==> config.mk <==
export PLATFORM = sky130hd
export DESIGN_NAME = uart_rx
export DESIGN_NICKNAME = d
export VERILOG_FILES = /design/src/rtl/uart_pkg.sv /design/src/rtl/uart_rx_sync.sv /design/src/rtl/uart_rx.sv
export SDC_FILE = /design/constraint.sdc
export NUM_CORES = 1
export LEC_CHECK = 0
export BUFFER_PORTS_ARGS = -buffer_cell sky130_fd_sc_hd__buf_2
export CAP_MARGIN = 20
export CORE_UTILIZATION = 50
export CTS_CLUSTER_SIZE = 10
export DETAILED_ROUTE_END_ITERATION = 7
export PLACE_DENSITY = 0.73
export SYNTH_ARGS = -nofsm -noshare
export SYNTH_HDL_FRONTEND = slang
export SYNTH_SLANG_ARGS = --single-unit
==> constraint.sdc <==
create_clock -name clk -period 1.7 [get_ports clk]
set_input_delay 0.255 -clock clk [delete_from_list [all_inputs] [get_ports clk]]
set_output_delay 0.255 -clock clk [all_outputs]
set_load 0.1 [all_outputs]
==> src/rtl/uart_pkg.sv <==
// Shared UART definitions: receiver/transmitter state encoding, timing constants
// and the parity rule used by both directions.
package uart_pkg;

    typedef enum logic [2:0] {
        IDLE,
        START,
        DATA,
        PARITY,
        STOP
    } uart_state_t;

    localparam int unsigned OVERSAMPLE = 16;
    localparam int unsigned SAMPLE_MID = 7;
    localparam int unsigned DATA_BITS  = 8;

    localparam logic PAR_ODD  = 1'b0;
    localparam logic PAR_EVEN = 1'b1;

    // Parity bit a transmitter appends for the selected parity sense.
    function automatic logic parity_bit(input logic [DATA_BITS-1:0] d, input logic sel);
        return (sel == PAR_EVEN) ? ^d : ~^d;
    endfunction

endpackage

==> src/rtl/uart_rx_sync.sv <==
// Two-flop synchronizer for the serial line with a registered falling-edge pulse.
module uart_rx_sync (
    input  logic clk,
    input  logic reset,
    input  logic rx,
    output logic rx_sync,
    output logic fall
);

    logic s1;
    logic s2;
    logic s3;

    always_ff @(posedge clk or negedge reset) begin
        if (!reset) begin
            s1   <= 1'b1;
            s2   <= 1'b1;
            s3   <= 1'b1;
            fall <= 1'b0;
        end else begin
            s1   <= rx;
            s2   <= s1;
            s3   <= s2;
            fall <= s3 & ~s2;
        end
    end

    assign rx_sync = s2;

endmodule

==> src/rtl/uart_rx.sv <==
// 16x oversampled UART receiver: start, 8 data bits MSB-first, parity, stop.
// Optional macro UART_RX_MAJORITY_EN: 2-of-3 vote over ticks SAMPLE_MID..SAMPLE_MID+2.
module uart_rx #(
    parameter int unsigned OVERSAMPLE = uart_pkg::OVERSAMPLE,
    parameter int unsigned SAMPLE_MID = uart_pkg::SAMPLE_MID
) (
    input  logic       clk,
    input  logic       reset,
    input  logic       baud_clk,
    input  logic       p_sel,
    input  logic       rx,
    output logic [7:0] d_out,
    output logic       rx_valid,
    output logic       parity_err,
    output logic       frame_err,
    output logic       busy
);

    import uart_pkg::*;

    localparam int unsigned TW = $clog2(OVERSAMPLE);
    localparam int unsigned BW = $clog2(DATA_BITS);
    localparam logic [TW-1:0] TICK_LAST = TW'(OVERSAMPLE - 1);
`ifdef UART_RX_MAJORITY_EN
    localparam logic [TW-1:0] TICK_DECIDE = TW'(SAMPLE_MID + 2);
`else
    localparam logic [TW-1:0] TICK_DECIDE = TW'(SAMPLE_MID);
`endif

    uart_state_t state;
    uart_state_t state_next;

    logic                 rx_s;
    logic                 fall;
    logic [TW-1:0]        tick;
    logic [BW-1:0]        bit_cnt;
    logic [DATA_BITS-1:0] shreg;
    logic                 par_bad;
    logic                 decide;
    logic                 bit_val;

    uart_rx_sync u_sync (
        .clk     (clk),
        .reset   (reset),
        .rx      (rx),
        .rx_sync (rx_s),
        .fall    (fall)
    );

    assign busy   = (state != IDLE);
    assign decide = busy && baud_clk && (tick == TICK_DECIDE);

`ifdef UART_RX_MAJORITY_EN
    logic samp_a;
    logic samp_b;

    always_ff @(posedge clk or negedge reset) begin
        if (!reset) begin
            samp_a <= 1'b1;
            samp_b <= 1'b1;
        end else if (busy && baud_clk) begin
            if (tick == TW'(SAMPLE_MID))     samp_a <= rx_s;
            if (tick == TW'(SAMPLE_MID + 1)) samp_b <= rx_s;
        end
    end

    assign bit_val = (samp_a & samp_b) | (samp_a & rx_s) | (samp_b & rx_s);
`else
    assign bit_val = rx_s;
`endif

    always_ff @(posedge clk or negedge reset) begin
        if (!reset) state <= IDLE;
        else        state <= state_next;
    end

    always_comb begin
        state_next = state;
        case (state)
            IDLE:    if (fall)   state_next = START;
            START:   if (decide) state_next = bit_val ? IDLE : DATA;
            DATA:    if (decide && (bit_cnt == BW'(DATA_BITS - 1))) state_next = PARITY;
            PARITY:  if (decide) state_next = STOP;
            STOP:    if (decide) state_next = IDLE;
            default: state_next = IDLE;
        endcase
    end

    // Counters only run while a frame is in progress; baud_clk low freezes everything.
    always_ff @(posedge clk or negedge reset) begin
        if (!reset) begin
            tick       <= '0;
            bit_cnt    <= '0;
            shreg      <= '0;
            par_bad    <= 1'b0;
            d_out      <= '0;
            parity_err <= 1'b0;
            frame_err  <= 1'b0;
            rx_valid   <= 1'b0;
        end else begin
            rx_valid <= 1'b0;
            if (state == IDLE) begin
                if (fall) begin
                    tick    <= '0;
                    bit_cnt <= '0;
                end
            end else if (baud_clk) begin
                tick <= (tick == TICK_LAST) ? '0 : tick + 1'b1;
            end

            if (decide) begin
                case (state)
                    DATA: begin
                        shreg   <= {shreg[DATA_BITS-2:0], bit_val};
                        bit_cnt <= bit_cnt + 1'b1;
                    end
                    PARITY: par_bad <= (bit_val != parity_bit(shreg, p_sel));
                    STOP: begin
                        d_out      <= shreg;
                        parity_err <= par_bad;
                        frame_err  <= ~bit_val;
                        rx_valid   <= 1'b1;
                    end
                    default: ;
                endcase
            end
        end
    end

endmodule

==> key figures <==
GRT
  – Global-route wire length before repair: ~4.4 mm
  – Gr usage total: 0.191
  – Largest net degree at the start of global routing: 16
  – Total grt overflow: 0
  – Vias in the first global route: between 900 and 1000
  – Initial antenna violation count: 0

Placement
  – GPL Wtd Cong: slightly below 0.8
  – Port buffer count: 16
  – Placed insts: about 170
  – Post-DP HPWL: approximately 1.8 mm

Power
  – Switching share of power: 0.335
  – Clock Power Share: 0.213
  – Logic pwr share: 0.297
  – Int Power: around 0.0014 W
  – Leak: 0.906 nW
  – Sw power: roughly 0.00068 W
  – Sequential Power Share: 0.490
  – Power per cell area: around 1100 nW/µm²
  – Total power: between 0.002 and 0.0025 W
  – Max VDD drop: a little over 0.0009 V

Route
  – Routed WL: approximately 2.6 mm
  – Routed Antenna Nets: 0
  – WL/cell: roughly 14 µm
  – First-pass DRT Iterations: 4
  – Vias post-DR: 981
  – DR DRC count: 0
  – Drt via density: 5.45
  – Initial drt markers: 20

STA
  – Final setup viols: 0
  – Final Hold Viols: 0
  – RSZ-0062 raised after global routing: true
  – Relative slew slack: 0.679
  – Fin Setup TNS: 0 ns
  – Fmax: 596 MHz
  – Pin slew with the least headroom to its limit: roughly 0.49 ns
  – Worst Skew: between 0.01 and 0.015 ns
  – Period utilisation layout: 0.987
  – Min cycle time layout: roughly 1.7 ns
  – Slew Limit Fails: 0

Layout
  – Final non-filler cell total: 180
  – Fillcell total: 205
  – Utilization after layout: 0.656
  – Layout area overhead: 22.2%
  – Inserted Diodes: 0
  – Fin nets: 156
  – Share of cells above drive strength 1: 0.450

Die
  – Die Ht: about 57 µm
  – Core ar.: around 2800 µm²
  – Die area: 3210 µm²
  – Initial Util: 0.537
  – Die Span X: between 50 and 60 µm
  – Ports: 17
  – Cell Rows: 19

Synthesis
  – Post-synth EDFFs: 0
  – Netlist Area Pre-Place: about 1500 µm²
  – Cell taking the most area after synthesis: dfrtp_1
  – Mapped Nets: roughly 120
  – Number of distinct library cells after synthesis: 31
  – Top cells by count, synth: dfrtp_1, mux2_2, nand2_1
  – Mux cell area share after synthesis: 0.155
  – Simple-Gate Fraction of Synth Area: 0.0914
  – Top cells by area, synth: dfrtp_1, mux2_2, dfstp_2
  – Syn_area_per_cell: roughly 13 µm²
  – #FFs+latches synth: 34
  – Main combinational cell family by area after synthesis: multiplexers
  – Synth Area in XOR/XNOR: 0.0562
  – Compound-cell area share of the yosys netlist: 0.0763
  – Yosys warnings: 0
  – Most common cell in the netlist: dfrtp_1
  – Post-Synthesis Cells: 111
  – Ys async rst share: 1.00
  – Sequential-to-total area share from yosys stat: 0.573
  – Synth top area share: 0.520
  – Ys flop type: dfrtp_1
  – Adder-cell share of the synthesized area: 0.0251

Clock tree
  – Reg clk slew, reported paths: around 0.11 ns
  – Clock sink count: 34
  – Htree depth: 2
  – Clock buffer depth: 2
  – Root buffer cell: clkbuf_4
  – CTS tree: yes
  – Cts bufs inserted: 5
  – Clk Latency, worst-skew pair: 0.35 ns

Worst hold path
  – Min-delay worst type: input pin to flop

Run
  – Max_cap viols: 0

Critical path
  – Kind of end point of the critical path: flop
  – CP Max Fanout: 12
  – Arrival time worst endpoint: approximately 1.9 ns
  – Worst Setup Start Kind: flop
  – CP Data Required Time: 1.93 ns
  – Type of the worst setup path: flop to flop

Run status
  – Outcome: completed
flip-flops by register name, summed over array words and instances, names as in the netlist, 3 cells and up:
name and flops:
state 3, d_out 8, shreg 8, tick 4, bit_cnt 3
power by group through the flow:
| stage | clock [W] | sequential (W) | combinational [W] |
|---|---|---|---|
| after detailed placement | 0 | 0.00103 | 0.000525 |
| after floorplan | 0 | 0.00102 | 0.000340 |
| after global routing | 0.000479 | 0.00101 | 0.000667 |
| final | 0.000435 | 0.00100 | 0.000606 |
| after CTS | 0.000447 | 0.00101 | 0.000559 |
| after global placement | 0 | 0.00101 | 0.000495 |
worst max-delay path, stage by stage, from the launching register on:
cell	delay [ns]
dfrtp_1	0.39
ha_2	0.18
and4b_2	0.25
nor4b_4	0.25
buf_12	0.18
mux2_4	0.30
path summary, 6_finish.rpt:
check                           startpoint             end  slack (ns)  depth (start not counted)
worst max-delay path               tick[0]        shreg[4]        0.02                          5
worst min-delay path              baud_clk         tick[2]        0.19                          3
worst max register to register     tick[0]        shreg[4]        0.02                          5
worst min register to register   u_sync.s1  u_sync.rx_sync        0.36                          0
max in group asynchronous            reset       u_sync.s3        0.83                          3
min in group asynchronous            reset      bit_cnt[2]        0.33                          2
placed cells by master, fill, tap and decap left out, types with 3 or more instances in the layout:
cell type,count
o21ai_0,7
clkbuf_4,5
nand2_1,12
mux2_4,8
mux2_2,10
dfstp_2,3
a21oi_1,3
xnor2_1,6
buf_4,14
buf_2,15
dfrtp_1,29
stage by stage:
step                hold WS [ns]  cell area, µm²  setup slack [ns]
floorplan                -0.0406            1510            -0.148
global placement           0.174            1700            0.0839
detailed placement         0.177            1700            0.0126
CTS                        0.183            1800           0.00244
global route               0.198            1820           -0.0351
finish                     0.190            1820            0.0228
layer usage:
layer / wire [µm] / GRT usage / vias up / share of wire
met3: 88 / 0.0484 / 10 / 0.034
met5: 0 / 0 / - / 0
met4: 90 / 0.136 / 0 / 0.035
li1: - / - / 467 / -
met1: 1160 / 0.233 / 483 / 0.45
met2: 1260 / 0.294 / 21 / 0.49
kinds of logic after synthesis:
kind of cell,count (synthesis)
and+or+nand+nor,23
muxes,19
adders and majority gates,3
buffers and inverters,6
xor gates and xnor gates,8
AOI/OAI and AO/OA,18
DFF,34
final cells by class:
type	count	area, µm²	share of cell area
well taps	31	38.8	0.0213
multi-input cells	71	627	0.344
flip-flops and latches	34	857	0.470
repair buffers	33	231	0.127
inverters	3	15.0	0.00823
clock inverters	2	13.8	0.00754
clock buffers	6	41.3	0.0226
repair_timing:
| item | 4_1_cts | 5_1_grt |
|---|---|---|
| buffers inserted | 1 | 3 |
| hold buffers | 2 | 0 |
| resized for setup | 5 | 2 |
| hold endpoints to repair | 14 | 0 |
| endpoints found under the setup margin | 4 | 9 |
Power figures use the tool's default switching activity.
